--- src/rtl/lut_config_loader_pkg.sv ---
// Shared types and sizing helpers for the serial LUT configuration loader.
// Optional parity support is enabled with LUT_CFG_PARITY_EN.
package lut_cfg_pkg;

  typedef enum logic [1:0] {
    IDLE   = 2'd0,
    SHIFT  = 2'd1,
    PARITY = 2'd2,
    COMMIT = 2'd3
  } cfg_state_e;

  // A frame holds two truth tables of 2**inputs bits each, plus the split bit.
  function automatic int cfg_width(input int inputs);
    return 2 * (2 ** inputs) + 1;
  endfunction

  function automatic int cnt_width(input int frame_bits);
    return $clog2(frame_bits + 1);
  endfunction

endpackage

--- src/rtl/lut_config_loader_if.sv ---
// Serial handshake input and committed-frame output of the LUT configuration loader.
// The parity_err signal exists only when LUT_CFG_PARITY_EN is defined.
interface lut_config_loader_if #(
  parameter int INPUTS = 4
) ();

  localparam int CFG_WIDTH = lut_cfg_pkg::cfg_width(INPUTS);

  logic                 bit_in;
  logic                 bit_valid;
  logic                 bit_ready;
  logic                 abort;
  logic [CFG_WIDTH-1:0] config_out;
  logic                 cen;
  logic                 busy;
`ifdef LUT_CFG_PARITY_EN
  logic                 parity_err;

  modport master (
    output bit_in, bit_valid, abort,
    input  bit_ready, config_out, cen, busy, parity_err
  );

  modport slave (
    input  bit_in, bit_valid, abort,
    output bit_ready, config_out, cen, busy, parity_err
  );
`else
  modport master (
    output bit_in, bit_valid, abort,
    input  bit_ready, config_out, cen, busy
  );

  modport slave (
    input  bit_in, bit_valid, abort,
    output bit_ready, config_out, cen, busy
  );
`endif

endinterface

--- src/rtl/lut_config_loader.sv ---
// Assembles an MSB-first serial frame and commits it to the dual-LUT with a one-cycle cen.
// Define LUT_CFG_PARITY_EN to require a trailing even-parity bit per frame.
module lut_config_loader
  import lut_cfg_pkg::*;
#(
  parameter int INPUTS = 4
) (
  input logic               cclk,
  input logic               rst,
  lut_config_loader_if.slave cfg
);

  localparam int CFG_WIDTH = cfg_width(INPUTS);
  localparam int CNT_W     = cnt_width(CFG_WIDTH);

  cfg_state_e           state_q, state_d;
  logic [CNT_W-1:0]     count_q, count_d;
  logic [CFG_WIDTH-1:0] shadow_q, shadow_d;
  logic [CFG_WIDTH-1:0] config_q, config_d;
  logic                 cen_q, cen_d;
  logic [CFG_WIDTH-1:0] shifted;
  logic                 accept;
  logic                 frame_done;
`ifdef LUT_CFG_PARITY_EN
  logic                 parity_q, parity_d;
  logic                 parity_err_q, parity_err_d;
`endif

  // abort takes priority over a bit presented in the same cycle
  assign accept     = cfg.bit_valid && (state_q != COMMIT) && !cfg.abort;
  assign shifted    = {shadow_q[CFG_WIDTH-2:0], cfg.bit_in};
  assign frame_done = (count_q == CNT_W'(CFG_WIDTH - 1));

  always_comb begin
    state_d  = state_q;
    count_d  = count_q;
    shadow_d = shadow_q;
    config_d = config_q;
    cen_d    = 1'b0;
`ifdef LUT_CFG_PARITY_EN
    parity_d     = parity_q;
    parity_err_d = parity_err_q;
`endif
    case (state_q)
      IDLE: begin
        if (accept) begin
          shadow_d = shifted;
          count_d  = CNT_W'(1);
          state_d  = SHIFT;
`ifdef LUT_CFG_PARITY_EN
          parity_d = cfg.bit_in;
`endif
        end
      end
      SHIFT: begin
        if (cfg.abort) begin
          state_d = IDLE;
          count_d = '0;
        end else if (accept) begin
          shadow_d = shifted;
          count_d  = count_q + CNT_W'(1);
`ifdef LUT_CFG_PARITY_EN
          parity_d = parity_q ^ cfg.bit_in;
          if (frame_done) state_d = PARITY;
`else
          // config_out and cen are registered on entry so they are valid during COMMIT
          if (frame_done) begin
            state_d  = COMMIT;
            config_d = shifted;
            cen_d    = 1'b1;
          end
`endif
        end
      end
      PARITY: begin
`ifdef LUT_CFG_PARITY_EN
        if (cfg.abort) begin
          state_d = IDLE;
          count_d = '0;
        end else if (accept) begin
          if (parity_q ^ cfg.bit_in) begin
            state_d      = IDLE;
            count_d      = '0;
            parity_err_d = 1'b1;
          end else begin
            state_d  = COMMIT;
            config_d = shadow_q;
            cen_d    = 1'b1;
          end
        end
`else
        state_d = IDLE;
        count_d = '0;
`endif
      end
      COMMIT: begin
        state_d = IDLE;
        count_d = '0;
      end
      default: begin
        state_d = IDLE;
        count_d = '0;
      end
    endcase
  end

  always_ff @(posedge cclk) begin
    if (rst) begin
      state_q  <= IDLE;
      count_q  <= '0;
      shadow_q <= '0;
      config_q <= '0;
      cen_q    <= 1'b0;
`ifdef LUT_CFG_PARITY_EN
      parity_q     <= 1'b0;
      parity_err_q <= 1'b0;
`endif
    end else begin
      state_q  <= state_d;
      count_q  <= count_d;
      shadow_q <= shadow_d;
      config_q <= config_d;
      cen_q    <= cen_d;
`ifdef LUT_CFG_PARITY_EN
      parity_q     <= parity_d;
      parity_err_q <= parity_err_d;
`endif
    end
  end

  assign cfg.bit_ready  = (state_q != COMMIT);
  assign cfg.busy       = (state_q != IDLE);
  assign cfg.config_out = config_q;
  assign cfg.cen        = cen_q;
`ifdef LUT_CFG_PARITY_EN
  assign cfg.parity_err = parity_err_q;
`endif

endmodule

--- src/flat_wrapper.sv ---
// flat-port wrapper written by rule: the top's interface ports become plain ports
module lut_config_loader_flat import lut_cfg_pkg::*;
#(
  parameter int INPUTS = 4
)
  (cclk, rst, cfg_bit_in, cfg_bit_valid, cfg_abort, cfg_bit_ready, cfg_config_out, cfg_cen, cfg_busy);
  lut_config_loader_if #(.INPUTS(INPUTS)) cfg_i ();
  input logic cclk;
  input logic rst;
  input wire logic [$bits(cfg_i.bit_in)-1:0] cfg_bit_in;
  input wire logic [$bits(cfg_i.bit_valid)-1:0] cfg_bit_valid;
  input wire logic [$bits(cfg_i.abort)-1:0] cfg_abort;
  output wire logic [$bits(cfg_i.bit_ready)-1:0] cfg_bit_ready;
  output wire logic [$bits(cfg_i.config_out)-1:0] cfg_config_out;
  output wire logic [$bits(cfg_i.cen)-1:0] cfg_cen;
  output wire logic [$bits(cfg_i.busy)-1:0] cfg_busy;
  assign cfg_i.bit_in = cfg_bit_in;
  assign cfg_i.bit_valid = cfg_bit_valid;
  assign cfg_i.abort = cfg_abort;
  assign cfg_bit_ready = cfg_i.bit_ready;
  assign cfg_config_out = cfg_i.config_out;
  assign cfg_cen = cfg_i.cen;
  assign cfg_busy = cfg_i.busy;
  lut_config_loader #(.INPUTS(INPUTS)) u_core (.cclk(cclk), .rst(rst), .cfg(cfg_i));
endmodule
--- config.mk ---
export PLATFORM = sky130hd
export DESIGN_NAME = lut_config_loader_flat
export DESIGN_NICKNAME = d
export VERILOG_FILES = /design/src/rtl/lut_config_loader_pkg.sv /design/src/rtl/lut_config_loader_if.sv /design/src/rtl/lut_config_loader.sv /design/src/flat_wrapper.sv
export SDC_FILE = /design/constraint.sdc
export NUM_CORES = 1
export LEC_CHECK = 0
export ABC_CLOCK_PERIOD_IN_PS = 2110
export CAP_MARGIN = 20
export CORE_ASPECT_RATIO = 0.7
export CORE_MARGIN = 3
export CORE_UTILIZATION = 45
export DETAILED_ROUTE_END_ITERATION = 7
export GPL_ROUTABILITY_DRIVEN = 0
export PLACE_DENSITY = 0.67
export SYNTH_ARGS = -nofsm -noshare
export SYNTH_HDL_FRONTEND = slang
export SYNTH_SLANG_ARGS = --single-unit
--- constraint.sdc ---
create_clock -name cclk -period 2.11 [get_ports cclk]
set_input_delay 0.211 -clock cclk [delete_from_list [all_inputs] [get_ports cclk]]
set_output_delay 0.211 -clock cclk [all_outputs]
set_load 0.03 [all_outputs]
After elaboration in Yosys (flattened, before gate mapping)
Cells that the tools add are included.
Storage, ports and cells
  register bits: 75
  bits in latches: 0
  bits in writable memories: 0
  memory bits (read-only): 0
  output and inout bits: 36
  word-level logic and storage cells: 43
  memories kept: 0
Operators by class
  add/subtract/negate cells: 1
  multiply operators: 0
  divide/modulo/power cells: 0
  magnitude comparators: 0
  equal/unequal tests: 9
  shifts and indexed selects: 0
  multiplexer cells: 13
  bitwise operators: 3
  reduce and logical (&&, ||, !) cells: 12
Operators with widths (count)
  33-bit two-way mux: 2
  33-bit case mux with 2 select lines: 1
  6-bit two-way mux: 3
  6-bit case mux with 3 select lines: 1
  2-bit two-way mux: 4
  6-bit by 1-bit adder with 6-bit output (second input constant): 1
  6-bit == test (second input constant): 1
  3-bit by 2-bit inequality test with 1-bit output (second input constant): 2
  2-bit case mux with 3 select lines: 1
  2-bit == test (second input constant): 2
  2-bit inequality test (second input constant): 2
  2-bit AND reduction: 2
  4-bit AND reduction: 1
  2-bit nonzero test: 2
  4-bit OR reduction: 1
  1-bit NOT: 3
  3-bit AND reduction: 1
  2-bit by 1-bit == test with 1-bit output (second input constant): 1
  1-bit logical AND: 2
  2-bit logical NOT: 1
  2-bit by 1-bit inequality test with 1-bit output (second input constant): 1
  2-bit OR reduction: 1
  1-bit logical NOT: 1
  1-bit two-way mux: 1

Longest topological paths before layout
  word-level depth: 6
  depth in mapped cells: 6
  gate-level depth less buffers: 5

Worst setup path after synthesis
Ideal clock, no wire load.
  kind: flip-flop to flip-flop
  start point: register u_core.state_q[1]
  end point: register u_core.config_q[0] (netlist: u_core.cfg.config_out[0])
  arrival: 1.784 ns
  required time: 2.038 ns
  setup slack: 0.254 ns
  cell stages (with the launch flop): 7
  buffers on the path: 3
  cells stage by stage: dfxtp_1 > buf_6 > or3b_1 > buf_2 > nor4_4 > buf_6 > mux2i_1
Between the ends
  word-level cells in the longest chain between the ends: 4
RTL lines
  start: declaration: line lut_config_loader.sv:16  | cfg_state_e state_q, state_d;
  start signal: assignment: line lut_config_loader.sv:119  | state_q <= state_d;
  2-bit inequality test: line lut_config_loader.sv:30  | assign accept = cfg.bit_valid && (state_q != COMMIT) && !cfg.abort;
  1-bit logical AND (2 in a row): line lut_config_loader.sv:30
  4-bit AND reduction (no line) *
  end signal: assignment: line lut_config_loader.sv:122  | config_q <= config_d;
  end: declaration: line lut_config_loader.sv:19  | logic [CFG_WIDTH-1:0] config_q, config_d;
Every way passes the cells marked *; elsewhere a longest branch is shown, timed or not.
A chain may end at the register's enable or synchronous reset.

Worst setup path in the final report
  start point: register u_core.state_q[1]
  end point: output cfg_busy
Between the ends
  word-level cells in the longest chain between the ends: 1
RTL lines
  2-bit nonzero test: line lut_config_loader.sv:132  | assign cfg.busy = (state_q != IDLE);
  end: declaration: line flat_wrapper.sv:16  | output wire logic [$bits(cfg_i.busy)-1:0] cfg_busy;
No other way between the ends.

==> key figures <==
Route
  • Initial DRC count: 54
  • Routed vias/inst: slightly below 5
  • Routed via count: 2298
  • Avg WL per Cell: approximately 12 µm
  • Antenna-violating nets left: 0
  • Routed WL: between 5 and 6 mm
  • TritonRoute pass-1 iters: 4
  • Drt drc: 0

Pwr
  • Net Sw Power: between 0.0005 and 0.0006 W
  • Seq pwr share: 0.528
  • Pwr dens: around 700 nW/µm²
  • Gate power share: 0.044
  • Clock share of power: 0.428
  • Leakage: approximately 1.2 nW
  • Maximum vdd drop: 0.495 mV
  • Pint: 0.00206 W
  • Sw Share: 0.224
  • Design Power: ~0.0027 W

Yosys
  • Largest family of logic cells by synthesized area: simple AND/OR/NAND/NOR gates
  • Adder-Cell Fraction of Synth Area: 0.00815
  • Synth Area in XOR/XNOR: 0
  • Synthesized Nets: ~350
  • Compound-Gate Fraction of Synth Area: 0.0713
  • Mapped Area: ~3000 µm²
  • Post-synthesis simple-gate area fraction: 0.267
  • Yosys cell types: 30
  • #FFs+latches synth: between 70 and 80
  • Mux cell area share after synthesis: 0.124
  • Avg Inst Size Synth: about 9 µm²
  • Synth Warn #: 0
  • Synth Instances: about 340
  • Register area share after synthesis: 0.482

Cells and area
  • Leading cell type in the layout, fill and taps excluded: dfxtp_1
  • Area of the multi-input gates: 1450 µm²
  • Layout Utilization: 0.588
  • Ant diodes: 0
  • Fraction of layout cells with a size suffix above 1: 0.0836
  • FF+latch area: 1480 µm²
  • P&R area growth vs syn: 23.1%
  • Fillers: 606
  • Number of nets in the layout: 385
  • Most frequent cells in the layout: 74 x dfxtp_1, 67 x nand2_1, 66 x nand2b_1

CTS
  • Hold-fix buffers, CTS: 0
  • Clk buf depth: 2
  • CTS tree: yes
  • Total CTS buffers: 9
  • H-Tree Depth: 3
  • Clk root buf: clkbuf_8
  • Worst skew pair latency: 0.33 ns
  • Clock transition at path regs: around 0.080 ns
  • Post_cts resized: 0
  • CTS Sinks: 74
  • Setup bufs post-CTS: 0

Hold path
  • HP Class: input pin to register

Timing
  • Fin. Hold Viols: 0
  • Slew margin rel.: 0.659
  • Minimum clock period: 1.95 ns
  • Final worst path period share: 0.924
  • Final setup TNS: 0 ns
  • Final Skew: 0.00828 ns
  • Slew Viols, Final: 0
  • Max Fclk: around 500 MHz
  • RSZ-0062 raised after global routing: false
  • Slew @ Worst Pin: ~0.50 ns
  • Setup-failing EPs final: 0

Worst setup path
  • Kind of critical path: register to output pin
  • Crit path max fanout: 7
  • Crit. End Element: output pin
  • Crit path launch type: register
  • Data required, critical path: between 1.5 and 2 ns
  • Worst EP arrival: around 1.7 ns

Status
  • Outcome: finished, final reports clean

Global route
  • Total grt overflow: 0
  • First-pass GRT wire length: 10.0 mm
  • Vias in the first global route: approximately 2200
  • Tot GR Track Use: 0.157
  • Antenna violations before repair: 0
  • Largest net degree at the start of global routing: 37

Placed design
  • # port buffers: 40
  • DP Wirelength: between 3 and 4 mm

Floorplanning
  • Initial Util: 0.478
  • Die area: roughly 7900 µm²
  • Die W: 105 µm
  • Die Y: roughly 75 µm
  • Rows: 24
  • # IOs: 41
  • Core area: roughly 6400 µm²

Job
  • Max Cap Violations: 0
==> power by group through the flow <==
stage	registers, W	logic (W)	clock network, W
final	0.00140	0.000118	0.00114
after global routing	0.00140	0.000130	0.00123
after CTS	0.00140	0.000119	0.00117
after detailed placement	0.00144	0.000118	0
after global placement	0.00144	0.000117	0
after floorplan	0.00143	0.0000823	0
==> logic make-up after synthesis <==
family | after synthesis
simple gates | 156
flops | 74
compound gates | 41
mux | 38
buf+inv | 30
fa+ha+maj | 2
==> worst max-delay path, stage by stage (launching register included) <==
cell	delay [ns]
dfxtp_1	0.47
inv_1	0.18
nand2_1	0.09
clkdlybuf4s50_1	0.66
==> synth_stat cells, drive strengths merged <==
cell,instances,area share
a2111oi,1,0.0029
a211oi,2,0.0049
a21boi,1,0.0024
a21oi,35,0.057
and3,1,0.0020
buf,7,0.019
clkbuf,18,0.022
dfxtp,74,0.48
ha,2,0.0081
inv,5,0.0061
mux2i,38,0.12
nand2,67,0.082
nand2b,66,0.13
nand3,8,0.013
nand3b,3,0.0073
nand4,1,0.0020
nor2,1,0.0012
nor2b,1,0.0020
nor3,1,0.0016
nor3b,2,0.0049
nor4,2,0.0090
o21ai,1,0.0016
o31ai,1,0.0024
or3,1,0.0020
or3b,2,0.0057
==> per-layer routing <==
metal,track usage,wire [µm],up-vias
met2,0.271,2700,42
met1,0.195,2860,1060
met4,0.0524,49,0
met5,0,0,-
met3,0.0428,194,5
li1,-,-,1191
==> flip-flops by register name (all words and copies together) (netlist names) <==
signal / flops
u_core.state_q: 2
u_core.cfg.cen: 1
u_core.shadow_q: 32
u_core.count_q: 6
u_core.cfg.config_out: 33
==> through the flow <==
| stage | cells | setup WS, ns | instance area (µm²) | hold WS, ns |
|---|---|---|---|---|
| final | 474 | 0.160 | 3780 | 0.319 |
| after global routing | 474 | 0.0732 | 3780 | 0.327 |
| after CTS | 474 | 0.121 | 3780 | 0.304 |
| after detailed placement | 458 | 0.0864 | 3570 | 0.458 |
| after global placement | 458 | 0.154 | 3570 | 0.452 |
| after floorplan | 341 | 0.254 | 3070 | 0.347 |
==> worst paths after layout <==
check / from / end / slack, ns / depth (start not counted)
worst max-delay path: u_core.state_q[1]$_SDFFE_PP0P_ / cfg_busy / 0.16 / 3
worst min-delay path: rst / u_core.shadow_q[26]$_SDFFE_PP0P_ / 0.32 / 2
worst max register to register: u_core.state_q[1]$_SDFFE_PP0P_ / u_core.cfg.config_out[7]$_SDFFE_PP0P_ / 0.36 / 4
worst min register to register: u_core.shadow_q[31]$_SDFFE_PP0P_ / u_core.shadow_q[31]$_SDFFE_PP0P_ / 0.47 / 2
==> area by class of cell <==
| type | count | share of cell area |
|---|---|---|
| clock buffer | 11 | 0.0401 |
| clock inverter | 5 | 0.0162 |
| inverter | 5 | 0.00497 |
| multi-input combinational | 237 | 0.384 |
| sequential | 74 | 0.392 |
| tap | 91 | 0.0301 |
| timing repair buffer | 51 | 0.133 |
(Power assumes the default switching activity.)
